**config.mk**
```make
export PLATFORM = sky130hd
export DESIGN_NAME = d5m_pattern_tx
export DESIGN_NICKNAME = d
export VERILOG_FILES = /design/src/rtl/d5m_pattern_tx.sv
export SDC_FILE = /design/constraint.sdc
export NUM_CORES = 1
export LEC_CHECK = 0
export ABC_CLOCK_PERIOD_IN_PS = 3300
export CORE_AREA = 5 5 107 109
export CTS_CLUSTER_DIAMETER = 40
export DETAILED_ROUTE_END_ITERATION = 10
export DIE_AREA = 0 0 112 114
export HOLD_SLACK_MARGIN = 0.06
export PLACE_DENSITY = 0.77
export RECOVER_POWER = 50
export SLEW_MARGIN = 20
export SYNTH_ARGS = -nofsm -noshare
export SYNTH_HDL_FRONTEND = slang
export SYNTH_SLANG_ARGS = --single-unit
```
**constraint.sdc**
```tcl
create_clock -name iCLK -period 3.3 [get_ports iCLK]
set_clock_uncertainty 0.05 [all_clocks]
set_input_delay 0.66 -clock iCLK [delete_from_list [all_inputs] [get_ports iCLK]]
set_output_delay 0.66 -clock iCLK [all_outputs]
set_load 0.02 [all_outputs]
```
**src/rtl/d5m_pattern_tx.sv**
```systemverilog
// Synthetic D5M sensor source: generates FVAL/LVAL framing and 12-bit Bayer test patterns
// with programmable geometry, standing in for the camera header during bring-up.
`timescale 1ns/1ps
module d5m_pattern_tx #(
    parameter int unsigned H_ACTIVE  = 1280,
    parameter int unsigned V_ACTIVE  = 960,
    parameter int unsigned H_BLANK   = 32,
    parameter int unsigned FV_LEAD   = 4,
    parameter int unsigned FV_TRAIL  = 4,
    parameter int unsigned V_BLANK   = 64,
    parameter int unsigned BAR_SHIFT = 7
) (
    input  logic        iCLK,
    input  logic        iRST_N,
    input  logic        iSTART,
    input  logic [1:0]  iMODE,
    input  logic [11:0] iCONST,
    output logic [11:0] oD,
    output logic        oFVAL,
    output logic        oLVAL,
    output logic [15:0] oFRAME_CNT,
    output logic        oBUSY
);

    localparam logic [15:0] HA_LAST = 16'(H_ACTIVE - 1);
    localparam logic [15:0] VA_LAST = 16'(V_ACTIVE - 1);
    localparam logic [15:0] HB_LAST = 16'(H_BLANK - 1);
    localparam logic [15:0] FL_LAST = 16'(FV_LEAD - 1);
    localparam logic [15:0] FT_LAST = 16'(FV_TRAIL - 1);
    localparam logic [15:0] VB_LAST = 16'(V_BLANK - 1);

    typedef enum logic [2:0] {
        StIdle,
        StLead,
        StLine,
        StHblank,
        StTrail,
        StVblank
    } state_e;

    state_e      state;
    logic [15:0] x;
    logic [15:0] y;
    logic [15:0] cnt;
    logic [1:0]  mode;
    logic [11:0] const_val;

    function automatic logic [11:0] pixel(input logic [11:0] px, input logic [11:0] py,
                                          input logic [1:0] m, input logic [11:0] c);
        logic [2:0]  bar;
        logic [11:0] r_ch;
        logic [11:0] g_ch;
        logic [11:0] b_ch;
        bar  = 3'(px >> BAR_SHIFT);
        r_ch = bar[2] ? 12'hFFF : 12'h000;
        g_ch = bar[1] ? 12'hFFF : 12'h000;
        b_ch = bar[0] ? 12'hFFF : 12'h000;
        unique case (m)
            2'd0: pixel = px + py;
            2'd1: begin
                // Bayer site from (row parity, column parity): G R / B G
                unique case ({py[0], px[0]})
                    2'b01:   pixel = r_ch;
                    2'b10:   pixel = b_ch;
                    default: pixel = g_ch;
                endcase
            end
            2'd2: pixel = (px[3] ^ py[3]) ? 12'hFFF : 12'h000;
            default: pixel = c;
        endcase
    endfunction

    always_ff @(posedge iCLK or negedge iRST_N) begin
        if (!iRST_N) begin
            state      <= StIdle;
            x          <= '0;
            y          <= '0;
            cnt        <= '0;
            mode       <= '0;
            const_val  <= '0;
            oD         <= '0;
            oFVAL      <= 1'b0;
            oLVAL      <= 1'b0;
            oFRAME_CNT <= '0;
            oBUSY      <= 1'b0;
        end else begin
            case (state)
                StIdle: begin
                    if (iSTART) begin
                        state     <= StLead;
                        mode      <= iMODE;
                        const_val <= iCONST;
                        cnt       <= '0;
                        oFVAL     <= 1'b1;
                        oBUSY     <= 1'b1;
                    end
                end
                StLead: begin
                    if (cnt == FL_LAST) begin
                        state <= StLine;
                        x     <= '0;
                        y     <= '0;
                        oLVAL <= 1'b1;
                        oD    <= pixel(12'd0, 12'd0, mode, const_val);
                    end else begin
                        cnt <= cnt + 16'd1;
                    end
                end
                StLine: begin
                    if (x == HA_LAST) begin
                        oLVAL <= 1'b0;
                        oD    <= '0;
                        cnt   <= '0;
                        state <= (y == VA_LAST) ? StTrail : StHblank;
                    end else begin
                        x  <= x + 16'd1;
                        oD <= pixel(x[11:0] + 12'd1, y[11:0], mode, const_val);
                    end
                end
                StHblank: begin
                    if (cnt == HB_LAST) begin
                        state <= StLine;
                        x     <= '0;
                        y     <= y + 16'd1;
                        oLVAL <= 1'b1;
                        oD    <= pixel(12'd0, y[11:0] + 12'd1, mode, const_val);
                    end else begin
                        cnt <= cnt + 16'd1;
                    end
                end
                StTrail: begin
                    if (cnt == FT_LAST) begin
                        state      <= StVblank;
                        cnt        <= '0;
                        oFVAL      <= 1'b0;
                        oFRAME_CNT <= oFRAME_CNT + 16'd1;
                    end else begin
                        cnt <= cnt + 16'd1;
                    end
                end
                StVblank: begin
                    if (cnt == VB_LAST) begin
                        cnt <= '0;
                        if (iSTART) begin
                            state     <= StLead;
                            mode      <= iMODE;
                            const_val <= iCONST;
                            oFVAL     <= 1'b1;
                        end else begin
                            state <= StIdle;
                            oBUSY <= 1'b0;
                        end
                    end else begin
                        cnt <= cnt + 16'd1;
                    end
                end
                default: state <= StIdle;
            endcase
        end
    end

endmodule
```
**Word-level counts from Yosys, hierarchy flattened**

Cells that the tools add are included.

- Word-level logic and storage cells: 114
- Output and inout port bits: 31
- Register bits after elaboration: 96
- Input port bits: 17

- Bitwise gates (word level): 1
- Add/sub/neg operators: 7
- Multiplexer cells: 53
- Eq/ne operators: 24
- Reductions and logical operators: 18

Operator list:

| kind | count |
|---|---|
| two-way mux 16 bit | 10 |
| two-way mux 12 bit | 11 |
| case mux 12 bit (3 select lines) | 3 |
| case mux 16 bit (6 select lines) | 1 |
| adder 16 x 1 -> 16 bit, second input constant | 4 |
| case mux 12 bit (2 select lines) | 2 |
| case mux 16 bit (3 select lines) | 1 |
| case mux 16 bit (2 select lines) | 1 |
| adder 12 x 1 -> 12 bit, second input constant | 2 |
| two-way mux 3 bit | 7 |
| != test 2 bit, second input constant | 10 |
| case mux 3 bit (6 select lines) | 1 |
| == test 16 x 10 -> 1 bit, second input constant | 1 |
| == test 16 x 11 -> 1 bit, second input constant | 1 |
| == test 16 x 2 -> 1 bit, second input constant | 1 |
| == test 16 x 5 -> 1 bit, second input constant | 1 |
| == test 16 x 6 -> 1 bit, second input constant | 1 |
| adder 12 bit | 1 |
| AND reduction 4 bit | 3 |
| two-way mux 1 bit | 10 |
| AND reduction 3 bit | 3 |
| == test 3 x 2 -> 1 bit, second input constant | 2 |
| == test 3 bit, second input constant | 2 |
| case mux 1 bit (3 select lines) | 2 |
| 16 further kinds | 22 |

**Logic depth before layout (Yosys ltp)**

- Word-level depth: 6
- Mapped depth: 15
- Mapped depth without buffers: 14

**Least setup slack after synthesis**

No wires, ideal clock.

- Path kind: reg2reg
- Start point: reg x[0]
- End point: reg oD[8]
- Arrival time: 2.619 ns
- Buffers on the path: 0
- Setup time: 0.124 ns
- Stages on the path, launching flop included: 10
- Period minus slack after synthesis: 2.794 ns
- Slack: 0.506 ns
- Data required time: 3.126 ns
- Path through: dfrtp_1 > ha_1 > fa_1 > a21o_1 > a221o_1 > a2111oi_0 > nor3_1 > xor2_1 > a211oi_1 > nor2_1

- Cells in the longest elaborated chain, start to end: 6
- Elaborated cells between the ends (all ways): 14
- Those cells by class: add/sub (2); eq/ne (3); mux (8); bitwise (1)

Ends and longest elaborated chain:

| item | RTL line | source |
|---|---|---|
| start, declared | 42 | `logic [15:0] x;` |
| start signal, assigned | 116 | `x <= x + 16'd1;` |
| branches (longest 4 deep; another with adder 12 x 1 -> 12 bit) | -- |  |
| two-way mux 12 bit * | 110 | `if (x == HA_LAST) begin` |
| case mux 12 bit (3 select lines) * | 87 | `case (state)` |
| end signal, assigned | 104 | `oD <= pixel(12'd0, 12'd0, mode, const_val);` |
| end signal, assigned | 117 | `oD <= pixel(x[11:0] + 12'd1, y[11:0], mode, const_val);` |
| end signal, assigned | 126 | `oD <= pixel(12'd0, y[11:0] + 12'd1, mode, const_val);` |
| end, declared | 18 | `output logic [11:0] oD,` |

Mark *: on every way between the ends.
A chain may end at the register's enable or synchronous reset.

**Final worst setup path**

Same ends and word-level chain as after synthesis.

==> impl_results.md <==
* Status: finished with violations
* Power density cells at 640 nW/µm²
* Drt initial violations at 478
* Max-cap violations at 1
* Area after DPL at 6640 µm²
* Synth top area share at 40.0%
* Initial antenna violation count at 0
* RR Endpoint: oD[8]
* Core footprint at 10500 µm²
* Post-synthesis compound-gate area fraction at 19.2%
* Mux contribution to synthesized area at 3.17%
* Clock root cell: clkbuf_8
* Worst hold path type: register to register
* Slew HR at -1.08%
* Synthesized cell area at 6010 µm²
* Post-Synth Adder-Cell Area at 4.50%
* Routing usage on met3 at 3.77%
* DIE AREA at 12800 µm²
* Final instance area at 6850 µm²
* Crit path max-delay family: compound AO/OA/AOI/OAI gates
* Via-to-Cell Ratio at 6.13
* Final Hold Vio Count at 0
* Ys async rst share at 100%
* Post-route clock period utilization at 94.1%
* CTS Buf Count at 9
* Mapped Avg Cell Area at 8.73 µm²
* Worst-skew pair later-pin latency at 0.37 ns
* Yosys reg bits at 96
* Slew Viols, Final at 29
* Htree depth at 3
* Post-Synthesis Cells at 688
* Die X at 112 µm
* Share of cells above drive strength 1 at 7.82%
* Commonest non-fill, non-tap cells in the layout: dfrtp_1, nand2_1, nor2_1
* Hold Path Cell Cnt at 1
* Critical path buffer and inverter count at 0
* Total Routing Usage GR at 24.1%
* Placed cells at 853
* Worst Setup Path Type: register to register
* Hold Path Sink: oFRAME_CNT[15]
* Number of synthesized flops with an enable pin at 0
* Final Util at 65.2%
* Yosys warns at 0
* Commonest non-fill, non-tap cell in the layout: dfrtp_1
* Synth Area in Simple Gates at 22.1%
* Met2 usage at 40.4%
* Detailed-route via count at 5324
* Overflow after GRT at 0
* Area leader, netlist: dfrtp_1
* Antenna cells at 0
* Worst Setup End Kind: register
* Non-Filler Instances at 869
* Area Overhead vs Synth at 14.0%
* DR WL/cell at 17.4 µm
* Pin count of the biggest net entering global routing at 46
* GPL Wtd Cong at 0.951
* Core Rows at 38
* RR Startpoint: x[0]
* Sequential share of the synthesized area at 40.0%
* DRT Wirelength at 15100 µm
* DP HPWL at 11200 µm
* Leak pwr at 2.95 nW
* Most Crowded Layer GR: met2
* Unrepaired setup endpoints after global routing: no
* Worst-path maximum fanout at 8
* Crit path top cell by count: ha_1
* Yosys cell types at 60
* Largest stage delay on the critical path at 0.47 ns
* Setup-failing EPs final at 0
* I/O Buffers at 47
* Top area cells in the synthesized netlist: dfrtp_1, nand2_1, o21ai_0
* CTS max path bufs at 2
* Critical-path cell list: ha_1 > nand3_1 > xnor2_1 > ha_1 > and2_1 > a221o_1 > a2111oi_1 > nor3_1 > xor2_1 > a211oi_1 > nor2_1
* Largest family of logic cells by synthesized area: simple AND/OR/NAND/NOR gates
* Overall power at 4.38 mW
* R2R Setup Slk at 0.20 ns
* Clock Pin Slew Worst Setup and Hold Paths at 0.10 ns
* Die height at 114 µm
* Sink Count at 96
* CP startpoint kind: register
* Io pins at 48
* Setup TNS at 0 ns
* First-pass GRT wire length at 25200 µm
* CTS tree: built
* Worst EP required at 3.52 ns
* DRC violations left at 0
* Starting Density at 57.2%
* XOR/XNOR share of the synthesized area at 7.56%
* FMAX at 322 MHz
* Slowest CP cell: dfrtp_1
* Slew @ Worst Pin at 1.52 ns
* Vias in the first global route at 5066
* Period minus WS final at 3.10 ns
* Failing checks: max-capacitance violations, max-slew violations
* Post-synth top flop: dfrtp_1
* WP data arrival at 3.32 ns
* Syn_nets at 726
* Hold Startpoint: oFRAME_CNT[15]
* DRT Pass-1 Iters at 5
* Max rail drop VDD at 0.432 mV
* Met1 usage in global routing at 32.3%
* Setup Buffers After CTS at 0
* NumNets Final at 762
* Number of routed nets with antenna violations at 0
* Worst R2R Path Depth at 11
flip-flops by register name (all words and copies together) (netlist names):
signal / cells
y: 16
oLVAL: 1
oD: 12
const_val: 12
cnt: 16
oBUSY: 1
x: 16
mode: 2
oFRAME_CNT: 16
state: 3
oFVAL: 1
final cells by class:
cell class,instances,area (µm²)
Inverter,17,63.8
Tap cell,140,175
Multi-Input combinational cell,538,3390
Clock inverter,6,113
Timing Repair Buffer,62,567
Sequential cell,96,2400
Fill cell,860,3660
Clock buffer,10,138
logic make-up (layout without fill, tap and decap cells):
kind of cell,after synthesis,in the layout
AND/OR/NAND/NOR,260,260
XOR/XNOR,51,51
adder cells (fa/ha/maj),21,21
AO/OA/AOI/OAI,189,189
multiplexers,17,17
buffers and inverters,54,95
flip-flops,96,96
power breakdown:
group          total, mW  internal [mW]  switching, mW
combinational       1.80          0.685           1.12
clock              0.958          0.528          0.429
sequential          1.62           1.40          0.221
total               4.38           2.61           1.77
layer usage:
metal  vias to the layer above  part of all wire, %
met5                         -                    0
met4                         0                  2.3
met3                        28                  5.4
met2                       156                   49
met1                      2573                   43
li1                       2567                    -
Yosys cell counts (all sizes together) (5+ instances only):
cell	number
a21o	8
a21oi	43
a22o	5
a311oi	6
a31oi	15
and2	6
and3	12
clkbuf	34
dfrtp	96
ha	20
inv	17
mux2	16
nand2	80
nand2b	6
nand3	27
nand4	20
nor2	61
nor3	16
nor4	7
o21ai	69
o31ai	11
or3	8
xnor2	30
xor2	21
stage by stage:
step	hold slack (ns)	setup WS [ns]
after floorplan	0.314	0.506
after global placement	0.407	0.311
after detailed placement	0.417	0.225
after CTS	0.147	0.223
after global routing	0.459	0.0113
final	0.428	0.196
worst max-delay path by stage:
stage / startpoint / cells after the start / endpoint / slack (ns)
after floorplan: x[0] / 9 / oD[8] / 0.51
after global placement: x[0] / 11 / oD[8] / 0.31
after detailed placement: x[0] / 11 / oD[8] / 0.23
after CTS: x[0] / 11 / oD[8] / 0.22
after global routing: x[0] / 11 / oD[8] / 0.01
final: x[0] / 11 / oD[8] / 0.20
what timing repair did:
item / 4_1_cts / 5_1_grt
hold buffers: 0 / 0
setup endpoints to repair: 0 / 1
resized for setup: 0 / 1
(Power assumes the default switching activity.)
